$ cat src/rtl/pipe_hazard_ctrl.sv
// pipe_hazard_ctrl: hazard/forwarding control for an in-order pipeline.
// Tracks rd metadata of the DEPTH registers after ID and steers EX operands.
// Ports:
//   clk, rst             clock, async active-high reset
//   id_*                 sources/dest/flags of the instruction in ID
//   ex_redirect          taken control transfer resolved in EX
//   ext_stall            memory wait, freezes the whole pipeline
//   stall_if_id          hold PC and IF/ID
//   bubble_id_ex         load NOP controls into ID/EX
//   flush_if_id          invalidate IF/ID
//   freeze               all pipeline registers hold
//   fwd_sel_rs1/rs2      registered EX operand source (0 = RF, k = reg k)
//   wb_valid             last tracked register holds a valid instruction
// Optional: define PIPE_CTRL_PERF_EN to add saturating perf_stall_cnt and
// perf_flush_cnt outputs (CNT_W bits each).
module pipe_hazard_ctrl #(
  parameter int DEPTH      = 3,
  parameter int REG_AW     = 5,
  parameter int ALU_READY  = 2,
  parameter int LOAD_READY = 3,
  parameter int CNT_W      = 32,
  localparam int SW        = $clog2(DEPTH + 1)
) (
  input  logic              clk,
  input  logic              rst,
  input  logic              id_valid,
  input  logic [REG_AW-1:0] id_rs1,
  input  logic [REG_AW-1:0] id_rs2,
  input  logic              id_rs1_used,
  input  logic              id_rs2_used,
  input  logic [REG_AW-1:0] id_rd,
  input  logic              id_reg_write,
  input  logic              id_is_load,
  input  logic              ex_redirect,
  input  logic              ext_stall,
  output logic              stall_if_id,
  output logic              bubble_id_ex,
  output logic              flush_if_id,
  output logic              freeze,
  output logic [SW-1:0]     fwd_sel_rs1,
  output logic [SW-1:0]     fwd_sel_rs2,
  output logic              wb_valid
`ifdef PIPE_CTRL_PERF_EN
  ,
  output logic [CNT_W-1:0]  perf_stall_cnt,
  output logic [CNT_W-1:0]  perf_flush_cnt
`endif
);

  if (DEPTH < 2 || ALU_READY < 1 || ALU_READY > LOAD_READY ||
      LOAD_READY > DEPTH || CNT_W < 1) begin : g_bad_param
    $error("pipe_hazard_ctrl: illegal parameter set");
  end

  // Entry DEPTH never forwards (write-first RF), so only its valid
  // bit is kept; the other fields stop at DEPTH-1.
  logic [DEPTH:1]   v;
  logic [DEPTH-1:1] w;
  logic [DEPTH-1:1] l;
  logic [REG_AW-1:0] rd [1:DEPTH-1];

  logic          hz1, hz2, hazard, load1;
  logic [SW-1:0] m1, m2;

  // Scan oldest to youngest so the youngest match overwrites.
  always_comb begin
    hz1 = 1'b0;
    hz2 = 1'b0;
    m1  = '0;
    m2  = '0;
    for (int k = DEPTH - 1; k >= 1; k--) begin
      if (v[k] && w[k] && rd[k] == id_rs1 &&
          id_rs1 != '0 && id_rs1_used) begin
        m1  = SW'(k + 1);
        hz1 = (k + 1) < (l[k] ? LOAD_READY : ALU_READY);
      end
      if (v[k] && w[k] && rd[k] == id_rs2 &&
          id_rs2 != '0 && id_rs2_used) begin
        m2  = SW'(k + 1);
        hz2 = (k + 1) < (l[k] ? LOAD_READY : ALU_READY);
      end
    end
  end

  assign hazard = hz1 | hz2;

  // Outputs are forced low while reset is held.
  assign stall_if_id  = ~rst & id_valid & hazard &
                        ~ex_redirect & ~ext_stall;
  assign flush_if_id  = ~rst & ex_redirect & ~ext_stall;
  assign bubble_id_ex = stall_if_id | flush_if_id;
  assign freeze       = ~rst & ext_stall;
  assign load1        = id_valid & ~bubble_id_ex;
  assign wb_valid     = v[DEPTH];

  always_ff @(posedge clk or posedge rst) begin
    if (rst) begin
      v <= '0;
      w <= '0;
      l <= '0;
      for (int k = 1; k <= DEPTH - 1; k++) rd[k] <= '0;
      fwd_sel_rs1 <= '0;
      fwd_sel_rs2 <= '0;
    end else if (!ext_stall) begin
      for (int k = DEPTH; k >= 2; k--) v[k] <= v[k-1];
      for (int k = DEPTH - 1; k >= 2; k--) begin
        w[k]  <= w[k-1];
        l[k]  <= l[k-1];
        rd[k] <= rd[k-1];
      end
      v[1]  <= load1;
      w[1]  <= id_reg_write;
      l[1]  <= id_is_load;
      rd[1] <= id_rd;
      fwd_sel_rs1 <= load1 ? m1 : '0;
      fwd_sel_rs2 <= load1 ? m2 : '0;
    end
  end

`ifdef PIPE_CTRL_PERF_EN
  always_ff @(posedge clk or posedge rst) begin
    if (rst) begin
      perf_stall_cnt <= '0;
      perf_flush_cnt <= '0;
    end else begin
      if (stall_if_id && !(&perf_stall_cnt))
        perf_stall_cnt <= perf_stall_cnt + 1'b1;
      if (flush_if_id && !(&perf_flush_cnt))
        perf_flush_cnt <= perf_flush_cnt + 1'b1;
    end
  end
`endif

endmodule

$ cat config.mk
export PLATFORM = sky130hd
export DESIGN_NAME = pipe_hazard_ctrl
export DESIGN_NICKNAME = d
export VERILOG_FILES = /design/src/rtl/pipe_hazard_ctrl.sv
export SDC_FILE = /design/constraint.sdc
export NUM_CORES = 1
export LEC_CHECK = 0
export ABC_AREA = 1
export CORE_MARGIN = 1.5
export CORE_UTILIZATION = 50
export CTS_CLUSTER_DIAMETER = 150
export DETAILED_ROUTE_END_ITERATION = 7
export DONT_BUFFER_PORTS = 1
export SYNTH_ARGS = -nofsm -noshare
export SYNTH_HDL_FRONTEND = slang
export SYNTH_SLANG_ARGS = --single-unit
$ cat constraint.sdc
create_clock -name clk -period 1.87 [get_ports clk]
set_input_delay 0.374 -clock clk [delete_from_list [all_inputs] [get_ports clk]]
set_output_delay 0.374 -clock clk [all_outputs]
set_load 0.01 [all_outputs]
# Word level (Yosys, flattened, before mapping)
# Cells that the tools add are included.
# word_totals
regBits,21
in_bits,24
out_inout_bits,9
wordCells,55
# classes
n_lt_le_gt_ge,2
n_eq_ne,4
muxes,12
n_bitwise,14
n_reduce_logical,16
# op_table
cell,count
5-bit == test,4
1-bit logical AND,14
2-bit two-way mux,6
5-bit nonzero test,2
1-bit AND,8
1-bit two-way mux,6
"2-bit < comparator, first input constant",2
1-bit NOT,4
1-bit OR,2

# Depth between registers and ports, before layout
# logic_depth
depth_word,14
mapped_depth,11
depth_no_buf,11

# Least setup slack after synthesis
# Ideal clock, no wire load.
# synth_timing
path_type,input -> output
startpoint,in rst
endpoint,out stall_if_id
arrival_ps,1247
t_required_ps,1496
slack_ps,249
cell_stages,5
cell_sequence,inv_1 -> nand4_1 -> clkinv_2 -> nand2_4 -> inv_1
# synth_between
elab_chain_cells,5
# synth_rtl
element,line,rtl
start: declaration,25,"input logic rst,"
1-bit NOT,88,assign stall_if_id = ~rst & id_valid & hazard &
1-bit AND (3 in series),88,
1-bit AND,89,~ex_redirect & ~ext_stall;
end: declaration,36,"output logic stall_if_id,"
# No other way between the ends.

# Worst setup path in the final report
# layout_timing
startpoint,reg rd[8] (netlist name)
endpoint,out bubble_id_ex
# layout_between
elab_chain_cells,10
word_cells_on_any_way,15
cone_classes,eq/ne: 2; mux: 2; bitwise: 5; reduce/logical: 6
# layout_rtl
element,line,rtl
start: declaration,60,logic [REG_AW-1:0] rd [1:DEPTH-1];
start signal: indexed assignment,109,rd[k] <= rd[k-1];
5-bit == test (on tied branches),"72, 77",
1-bit logical AND (on tied branches) (2 in series),"72, 77",
1-bit logical AND (on tied branches),"73, 78",
1-bit two-way mux (on tied branches),"72, 77",
1-bit OR *,85,assign hazard = hz1 | hz2;
1-bit AND * (2 in series),88,
1-bit AND *,89,
1-bit OR *,91,assign bubble_id_ex = stall_if_id | flush_if_id;
end: declaration,37,"output logic bubble_id_ex,"
# Mark *: on every way between the ends. The rest lies on a longest branch, timed or not.

==> impl_metrics.toml <==
[status]
status = "finished, final reports clean"

[pwr]
ir_drop_uv = 537
p_int_uw = 780
netSwitchingFraction_pct = 28.1
comb_power_share_pct = 20.8
seq_power_share_pct = 46.8
p_per_area_nw_per_um2 = 687
p_leak_uw = 0.000887
p_clk_share_pct = 32.5
p_sw_uw = 305

[timing]
fin_setup_tns_ns = 0
max-slew-margin-rel_pct = 83.4
finalCritPeriodShare_pct = 98.4
setup_viol = 0
finalHoldViolations = 0
maxClockFrequency_ghz = 0.544
drv_slew = 0
min_period_ns = 1.84
rsz0062_at_grt = "true"
finalClockSkew_ns = 0.00719
worst_pin_slew_ns = 0.248

[global_route]
antenna_found_initial = 0
grt-ovfl-total = 0
grt_max_degree = 23
grt_pass1_wl_um = 5090
grt_pass1_vias = 1187
grt_util_all_layers_pct = 20.4

[yosys]
syn-cell-area_um2 = 1400
syn-mean-instance-area_um2 = 6.34
synthesis.nets = 245
yosysWarnings = 0
seq_area_frac_synth_pct = 35.7
synth-seq-cells = 20
synthCells = 221
synth_cell_types = 21

[worst_setup_path]
cp_slowest_cell = "dfrtp_2"
setup.worst_path.start = "rd[8]"
required_ns = 1.50
cp_common_cell = "nand2_2"
crit_path_start_kind = "register"
endpoint_kind = "output port"
timing.rr.start = "rd[8]"
cp_slowest_stage_delay_ns = 0.44
crit_buf_inv = 2
cp.arrival_ns = 1.47
cp_max_fo = 4
crit_chain = "inv_2 > nand2_2 > nand2_2 > clkinv_1 > nand2_1 > nor2_2 > nand2_2 > nand2_2 > nand2_4 > nand2_4"
path_delay_family = "simple AND/OR/NAND/NOR gates"
crit_type = "reg -> out"

[clock_network]
cts_tree = "yes"
clkSinkCount = 20
numCtsBuffers = 3
htree_levels = 1
clk_latency_ns = 0.31
clock-root-buffer = "clkbuf_4"
clockBufferDepth = 2
path_clk_slew_ns = 0.12

[final_layout]
drive_above_1_share_pct = 18.6
fillers = 279
regArea_um2 = 503
multi_input_area_um2 = 792
areaGrowthSynthToFinish_pct = 12.9
antenna_cells = 0
finalInstanceArea_um2 = 1580
finish.net_count = 256

[floorplan]
row_count = 19
core_um2 = 2710
io_pins = 33
start_util_pct = 51.7
die_h_um = 55.9
dieWidth_um = 55.9
die_area_um2 = 3130

[drt]
drc = 0
drt-wirelength-per-cell_um = 11.8
dr.pass1.iters = 4
drt_iter0_drc = 74
viasPerCell = 4.92
ant_nets = 0
drt_wl_total_um = 3080
vias = 1290

[min_path]
hold_path.class = "in -> reg"
hp-start = "ext_stall"

[placed_design]
gp_congestion = 0.852
dp.final_hpwl_um = 2470
post_dp_cell_area_um2 = 1440
portBuffers = 0

[job]
max_cap_viol_count = 0
kinds of logic after synthesis:
family	Yosys count	share of synthesized area, %
DFF	20	35.7
and+or+nand+nor	145	43.9
buffers and inverters	35	10.2
AOI/OAI and AO/OA	12	4.56
xor gates and xnor gates	9	5.63
final timing paths:
| path | to | slack [ns] | cells past startpoint |
|---|---|---|---|
| min in group asynchronous | l[1] | 0.53 | 3 |
| worst max register to register | fwd_sel_rs1[1] | 0.32 | 13 |
| worst min-delay path | rd[2] | 0.17 | 1 |
| worst min register to register | w[2] | 0.49 | 2 |
| worst max-delay path | bubble_id_ex | 0.03 | 10 |
| max in group asynchronous | rd[7] | 1.12 | 3 |
metal layers:
metal  track usage (%)  vias up  share of wire (%)  wire [um]
met1              28.5      575                 48       1470
met2              33.7       28                 46       1410
met4              6.12        0                1.4         43
met5                 0        -                  0          0
met3              2.33        5                5.1        158
li1                  -      682                  -          -
power by group through the flow:
| stage | Combinational [uW] | Clock [uW] | Sequential, uW |
|---|---|---|---|
| 5_1_grt | 260 | 380 | 514 |
| 2_1_floorplan | 171 | 0 | 505 |
| 6_report | 225 | 352 | 508 |
| 4_1_cts | 210 | 361 | 506 |
| 3_3_place_gp | 200 | 0 | 513 |
| 3_5_place_dp | 203 | 0 | 514 |
cell usage after synthesis (all sizes together):
cell    number  area, um^2
nand2      106         430
inv         29         111
nor2        28         120
dfrtp       20         500
o21ai       11        58.8
xnor2        9        78.8
nand4        7        43.8
clkinv       3        12.5
nand3        3        15.0
clkbuf       2        7.51
a21oi        1        5.00
buf          1        11.3
nor3         1        5.00
cell usage in the layout, fill, tap and decap left out, types with 3 or more instances in the layout:
| cell | count |
|---|---|
| buf_4 | 8 |
| clkbuf_4 | 3 |
| dfrtp_1 | 18 |
| inv_1 | 21 |
| inv_2 | 7 |
| nand2_1 | 94 |
| nand2_2 | 9 |
| nand2_4 | 3 |
| nand3_1 | 3 |
| nand4_1 | 7 |
| nor2_1 | 23 |
| nor2_2 | 3 |
| o21ai_0 | 10 |
| xnor2_1 | 7 |
stage by stage:
| step | util [%] | worst slack [ns] | total power [uW] | hold WS, ns | instances |
|---|---|---|---|---|---|
| after global routing | 58.3 | -0.0672 | 1150 | 0.155 | 262 |
| after floorplan | - | 0.249 | 676 | 0.346 | 221 |
| after detailed placement | 53.0 | 0.293 | 717 | 0.333 | 251 |
| after CTS | 55.6 | 0.0120 | 1080 | 0.157 | 257 |
| final | 58.3 | 0.0307 | 1090 | 0.167 | 262 |
| after global placement | 53.0 | 0.302 | 713 | 0.325 | 251 |
state kept, by name (all words and copies together) (netlist names):
register	flops
v	3
rd	10
w	2
fwd_sel_rs2	2
l	1
fwd_sel_rs1	2
area by class of cell:
| class | count | area share, % |
|---|---|---|
| inverter | 32 | 7.84 |
| tap | 31 | 2.45 |
| multi-input combinational | 166 | 50.1 |
| timing repair buffer | 9 | 4.43 |
| sequential | 20 | 31.8 |
| clock inverter | 1 | 1.90 |
| clock buffer | 3 | 1.43 |
timing repair:
action                                  in CTS  in global routing
setup buffers                                1                  5
endpoints found under the hold margin       20                  0
endpoints found under the setup margin       2                  2
hold buffers                                 1                  0
pin swaps                                    0                  7
resized for setup                            3                 11
No activity file was read; power rests on OpenSTA's default activity.
